===== src/rtl/ldl_cdc_pkg.sv =====
// Shared definitions for the ldl toggle-handshake CDC blocks.
//   LDL_CDC_LEVEL_MIN : smallest legal synchroniser depth
//   ldl_cnt_t         : plain unsigned count type used for widths, depths and pointer maths
//   ldl_occ_width()   : bits needed to hold an occupancy of 0..depth
//   ldl_ptr_width()   : bits needed to index depth entries (at least 1)
//   ldl_ptr_inc()     : modulo-depth pointer increment, safe for non-power-of-2 depths
package ldl_cdc_pkg;

    localparam int unsigned LDL_CDC_LEVEL_MIN = 2;

    typedef int unsigned ldl_cnt_t;

    function automatic ldl_cnt_t ldl_occ_width(input ldl_cnt_t depth);
        return ldl_cnt_t'($clog2(depth + 32'd1));
    endfunction

    function automatic ldl_cnt_t ldl_ptr_width(input ldl_cnt_t depth);
        return (depth > 32'd1) ? ldl_cnt_t'($clog2(depth)) : 32'd1;
    endfunction

    // Wraps to zero after depth-1 rather than relying on natural binary rollover.
    function automatic ldl_cnt_t ldl_ptr_inc(input ldl_cnt_t ptr, input ldl_cnt_t depth);
        return ((ptr + 32'd1) >= depth) ? 32'd0 : (ptr + 32'd1);
    endfunction

endpackage


===== src/rtl/ldl_cdc_sync_v1.sv =====
// Multi-stage single-bit synchroniser.
//   clk   : destination clock
//   rst_n : asynchronous active-low reset, clears every stage to 0
//   d     : asynchronous input (may be X/metastable at the first stage)
//   q     : synchronised output, LEVEL clock edges after d settles
module ldl_cdc_sync_v1
    import ldl_cdc_pkg::*;
#(
    parameter int unsigned LEVEL = 2
) (
    input  logic clk,
    input  logic rst_n,
    input  logic d,
    output logic q
);

    if (LEVEL < LDL_CDC_LEVEL_MIN) begin : gen_level_chk
        $fatal(1, "ldl_cdc_sync_v1: LEVEL=%0d is below the minimum of %0d",
               LEVEL, LDL_CDC_LEVEL_MIN);
    end

    // sync_q[0] is the only flop that ever sees d directly.
    logic [LEVEL-1:0] sync_q;

    always_ff @(posedge clk or negedge rst_n) begin
        if (!rst_n) begin
            sync_q <= '0;
        end else begin
            sync_q <= {sync_q[LEVEL-2:0], d};
        end
    end

    assign q = sync_q[LEVEL-1];

endmodule


===== src/rtl/ldl_cdc_tog_rx_v1.sv =====
// Receive end of a two-phase toggle CDC handshake, entirely in the rx_clk domain.
// The far end toggles tx_st while holding din; once the synchronised request has
// been written into the local buffer, rx_st is toggled to match as the ack. A full
// buffer simply withholds the ack, so back-pressure reaches the tx side instead of
// data being overwritten.
//   rx_clk   : sole clock
//   rx_rst   : asynchronous active-low reset
//   tx_st    : request toggle from the tx domain (asynchronous)
//   din      : tx-held data word, stable while a request is outstanding
//   rx_st    : ack toggle back to the tx domain
//   dout     : head-of-buffer word
//   dout_vld : buffer non-empty
//   dout_rdy : downstream takes dout this cycle
//   busy     : request seen but not yet acked
//   level    : buffer occupancy
module ldl_cdc_tog_rx_v1
    import ldl_cdc_pkg::*;
#(
    parameter int unsigned WIDTH = 8,
    parameter int unsigned LEVEL = 2,
    parameter int unsigned DEPTH = 2
) (
    input  logic                       rx_clk,
    input  logic                       rx_rst,
    input  logic                       tx_st,
    input  logic [WIDTH-1:0]           din,
    output logic                       rx_st,
    output logic [WIDTH-1:0]           dout,
    output logic                       dout_vld,
    input  logic                       dout_rdy,
    output logic                       busy,
    output logic [$clog2(DEPTH+1)-1:0] level
);

    localparam int unsigned LW = ldl_occ_width(DEPTH);
    localparam int unsigned PW = ldl_ptr_width(DEPTH);
    localparam logic [LW-1:0] DepthL = LW'(DEPTH);

    if (DEPTH < 1) begin : gen_depth_chk
        $fatal(1, "ldl_cdc_tog_rx_v1: DEPTH must be at least 1");
    end

    logic             t2r;
    logic             rx_st_q;
    logic             pending;
    logic             push;
    logic             pop;
    logic [LW-1:0]    level_q, level_d;
    logic [PW-1:0]    wr_ptr_q, wr_ptr_d;
    logic [PW-1:0]    rd_ptr_q, rd_ptr_d;
    logic [WIDTH-1:0] mem_q [DEPTH];

    // tx_st is sampled nowhere else; t2r is the only view of it in this domain.
    ldl_cdc_sync_v1 #(
        .LEVEL (LEVEL)
    ) u_sync_tx_st (
        .clk   (rx_clk),
        .rst_n (rx_rst),
        .d     (tx_st),
        .q     (t2r)
    );

    // A request is outstanding while the synchronised toggle differs from our ack.
    assign pending  = t2r ^ rx_st_q;
    assign dout_vld = (level_q != '0);
    assign pop      = dout_vld & dout_rdy;
    // A full buffer still accepts when the head leaves on the same edge.
    assign push     = pending & ((level_q < DepthL) | pop);

    always_comb begin
        level_d  = level_q;
        wr_ptr_d = wr_ptr_q;
        rd_ptr_d = rd_ptr_q;
        if (push) begin
            wr_ptr_d = PW'(ldl_ptr_inc(ldl_cnt_t'(wr_ptr_q), DEPTH));
        end
        if (pop) begin
            rd_ptr_d = PW'(ldl_ptr_inc(ldl_cnt_t'(rd_ptr_q), DEPTH));
        end
        unique case ({push, pop})
            2'b10:   level_d = level_q + LW'(1);
            2'b01:   level_d = level_q - LW'(1);
            default: level_d = level_q;
        endcase
    end

    always_ff @(posedge rx_clk or negedge rx_rst) begin
        if (!rx_rst) begin
            rx_st_q  <= 1'b0;
            level_q  <= '0;
            wr_ptr_q <= '0;
            rd_ptr_q <= '0;
        end else begin
            // Copying t2r (rather than inverting) makes the ack toggle exactly once per word.
            if (push) begin
                rx_st_q <= t2r;
            end
            level_q  <= level_d;
            wr_ptr_q <= wr_ptr_d;
            rd_ptr_q <= rd_ptr_d;
        end
    end

    // din is only captured on push, by which time it has been stable for LEVEL edges.
    always_ff @(posedge rx_clk or negedge rx_rst) begin
        if (!rx_rst) begin
            for (int unsigned i = 0; i < DEPTH; i++) begin
                mem_q[i] <= '0;
            end
        end else if (push) begin
            for (int unsigned i = 0; i < DEPTH; i++) begin
                if (wr_ptr_q == PW'(i)) begin
                    mem_q[i] <= din;
                end
            end
        end
    end

    // Explicit compare-mux keeps the read in range for any DEPTH.
    always_comb begin
        dout = '0;
        for (int unsigned i = 0; i < DEPTH; i++) begin
            if (rd_ptr_q == PW'(i)) begin
                dout = mem_q[i];
            end
        end
    end

    assign rx_st = rx_st_q;
    assign busy  = pending;
    assign level = level_q;

endmodule

===== config.mk =====
export PLATFORM = sky130hd
export DESIGN_NAME = ldl_cdc_tog_rx_v1
export DESIGN_NICKNAME = d
export VERILOG_FILES = /design/src/rtl/ldl_cdc_pkg.sv /design/src/rtl/ldl_cdc_sync_v1.sv /design/src/rtl/ldl_cdc_tog_rx_v1.sv
export SDC_FILE = /design/constraint.sdc
export NUM_CORES = 1
export LEC_CHECK = 0
export CAP_MARGIN = 20
export CORE_MARGIN = 5
export CORE_UTILIZATION = 33
export DETAILED_ROUTE_END_ITERATION = 10
export PLACE_DENSITY = 0.59
export SKIP_LAST_GASP = 1
export SLEW_MARGIN = 0
export SYNTH_ARGS = -nofsm -noshare
export SYNTH_HDL_FRONTEND = slang
export SYNTH_HIERARCHICAL = 1
export SYNTH_SLANG_ARGS = --single-unit

===== constraint.sdc =====
create_clock -name rx_clk -period 2.35 [get_ports rx_clk]
set_input_delay 0.47 -clock rx_clk [delete_from_list [all_inputs] [get_ports rx_clk]]
set_output_delay 0.47 -clock rx_clk [all_outputs]
set_load 0.01 [all_outputs]

==> summary.txt <==
Yosys
  • Synth Warn #: 6
  • Net count after synthesis: 77
  • Distinct cell type count after synthesis: 15
  • Register area share after synthesis: 58.15%
  • Largest area contributor in the netlist: dfrtp_1
  • Post-Syn Area: 989.7 um2
  • Share of the synthesized area in the top cell type: 58.15%
  • Top post-synthesis cells by area: dfrtp_1, mux2_2, xnor2_1
  • Post-synthesis area per instance: 15.46 um2
  • Post-Syn Instances: 64
  • Yosys reg bits: 23

Worst setup path
  • Worst setup SP type: register
  • CP endpoint kind: primary output
  • Slowest cell on the critical path: dfrtp_1
  • Crit path arrival time: 1.78 ns
  • Slowest Stage Delay on Critical Path: 0.62 ns
  • Worst r2r src: rx_st
  • Setup crit start: rd_ptr_q
  • Crit path buffers/inverters: 1
  • CP max FO: 9
  • Delay-heaviest family, CP: flip-flops
  • Setup CP Type: reg2out
  • CP required: 1.88 ns
  • CP cell instances: mux2_2 > clkdlybuf4s50_1

Floorplanning
  • Die area: 4195 um2
  • Row count: 19
  • Die width: 64.77 um
  • I/O pins: 25
  • Height of the die: 64.77 um
  • Area of the core: 2805 um2
  • Initial Util: 35.28%

Drt
  • Vias: 578
  • Number of remaining DRC errors: 0
  • Via/cell ratio: 4.738
  • WL final: 1.726 mm
  • Detail Route Antenna Nets: 0
  • First-pass DRT Iterations: 2
  • Wire length per cell: 14.15 um
  • Initial DRC count: 17

Layout
  • Nets: 105
  • Fill cell count: 267
  • Non-filler instance count after layout: 122
  • Fraction of layout cells with a size suffix above 1: 36.26%
  • # diodes: 0
  • P&R area growth vs syn: 30.22%

Timing
  • Clk_skew: 0.009134 ns
  • Crit path time final: 2.253 ns
  • Fin crit share: 95.88%
  • F_max: 443.8 MHz
  • Max-slew violations: 0
  • RSZ-0062 raised after global routing: false
  • Final worst slack: 0.09671 ns
  • Setup TNS: 0 ns
  • Final hold slack: 0.3678 ns
  • Headroom to the max-slew limit: 72.32%
  • Endpoints failing setup: 0
  • Worst-Margin Slew: 0.4152 ns
  • Final Hold Fails: 0

Global route
  • Largest net degree at the start of global routing: 24
  • First-pass GRT wire length: 2.987 mm
  • Vias in the first global route: 662
  • GR Overflow Total: 0
  • Total GRT Usage: 9.330%
  • Initial antenna violation count: 0

Power and ir drop
  • Gate power share: 49.4%
  • Power per cell area: 1373 nW/um2
  • Leakage: 0.5373 nW
  • Sw frac: 31.21%
  • Sequential Power Share: 40.4%
  • NetSw: 552.3 uW
  • Clock Power Share: 10.2%
  • Maximum VDD drop: 0.0005368 V
  • Cell Int Power: 1.217 mW

Clock network
  • Hold_buf cts: 0
  • Reg clk slew, reported paths: 0.12 ns
  • CTS tree: yes
  • Post-cts gate resize count: 0
  • # H-tree levels: 1
  • Maximum clock insertion buffer count: 2
  • Clock sinks: 23
  • Postcts setup bufs: 0
  • Clock Latency Late Sink: 0.31 ns
  • TritonCTS Buffers: 3
  • Root buf cell: clkbuf_4

Placement
  • # port buffers: 24
  • Placed instance count: 118
  • DP Wirelength: 1.278 mm
  • RePlAce Congestion: 0.6709
  • Post-Place Setup Slack: 0.2490 ns

Worst hold path
  • Hold WC Path Type: reg2reg
  • Hold path start: u_sync_tx_st/sync_q[0]

Run
  • Max-cap violations: 0

Status
  • Status: finished, final reports clean
==> worst paths after layout <==
path	slack (ns)	cells after the start	endpoint
setup / recovery	0.1	2	dout[2]
hold / removal	0.37	0	u_sync_tx_st/sync_q[1]
setup reg to reg	0.73	3	mem_q[8]
hold reg to reg	0.37	0	u_sync_tx_st/sync_q[1]
max in group asynchronous	1.63	2	mem_q[14]
min in group asynchronous	0.49	2	mem_q[0]
==> layout make-up <==
type                       count  area, um2  share of cell area, %
clock buffer                   3      22.52                  1.748
timing repair buffer          25      247.7                  19.22
tap                           31      38.79                  3.010
multi-input combinational     39      399.1                  30.97
sequential                    23      575.6                  44.66
clock inverter                 1      5.005                 0.3883
==> metal layers <==
metal  wire, um  GRT usage (%)  up-vias
met3         55          2.418        2
li1           -              -      276
met1        745          11.07      290
met2        897          15.20       10
met4         27          5.541        0
met5          0              0        -
==> state kept, by name, summed over array words and instances, names as in the netlist <==
| register | cells |
|---|---|
| mem_q | 16 |
| level | 2 |
| u_sync_tx_st/sync_q | 2 |
| rd_ptr_q | 1 |
| rx_st | 1 |
| wr_ptr_q | 1 |
==> cell usage after synthesis, drive strengths merged <==
cell type  count
xnor2          3
buf            1
nand2          1
mux2          25
nand3          1
xor2           3
nor2           1
or2            1
and3b          1
and2           1
ha             1
clkbuf         1
dfrtp         23
nand2b         1
==> layout by cell type, fill, tap and decap left out <==
master / instances
mux2_2: 25
clkdlybuf4s50_1: 24
dfrtp_1: 23
xnor2_1: 3
clkbuf_4: 3
xor2_1: 2
or2_2: 1
and2_1: 1
xor2_2: 1
nand2b_1: 1
nand2_1: 1
nand3_2: 1
and3b_1: 1
nor2_1: 1
ha_1: 1
clkinv_2: 1
buf_4: 1
==> metrics by stage <==
step	utilization [%]	area, um2	total power [mW]
6_report	45.94	1289	1.770
3_5_place_dp	44.96	1261	1.619
4_1_cts	45.94	1289	1.803
2_1_floorplan	-	989.7	1.231
3_3_place_gp	44.96	1261	1.590
5_1_grt	45.94	1289	1.901
==> cell families after synthesis <==
| kind of cell | count (synthesis) | share of synthesized area [%] |
|---|---|---|
| muxes | 25 | 28.45 |
| DFF | 23 | 58.15 |
| and+or+nand+nor | 7 | 4.552 |
| xor gates and xnor gates | 6 | 6.070 |
| buffers and inverters | 2 | 1.517 |
| adders and majority gates | 1 | 1.264 |
==> power by group through the flow <==
| stage | registers, mW | logic, mW | clock network [mW] |
|---|---|---|---|
| floorplan | 0.676 | 0.555 | 0 |
| global placement | 0.720 | 0.871 | 0 |
| detailed placement | 0.729 | 0.890 | 0 |
| CTS | 0.721 | 0.893 | 0.189 |
| global route | 0.743 | 0.948 | 0.211 |
| finish | 0.715 | 0.874 | 0.181 |
(Power assumes the default switching activity.)
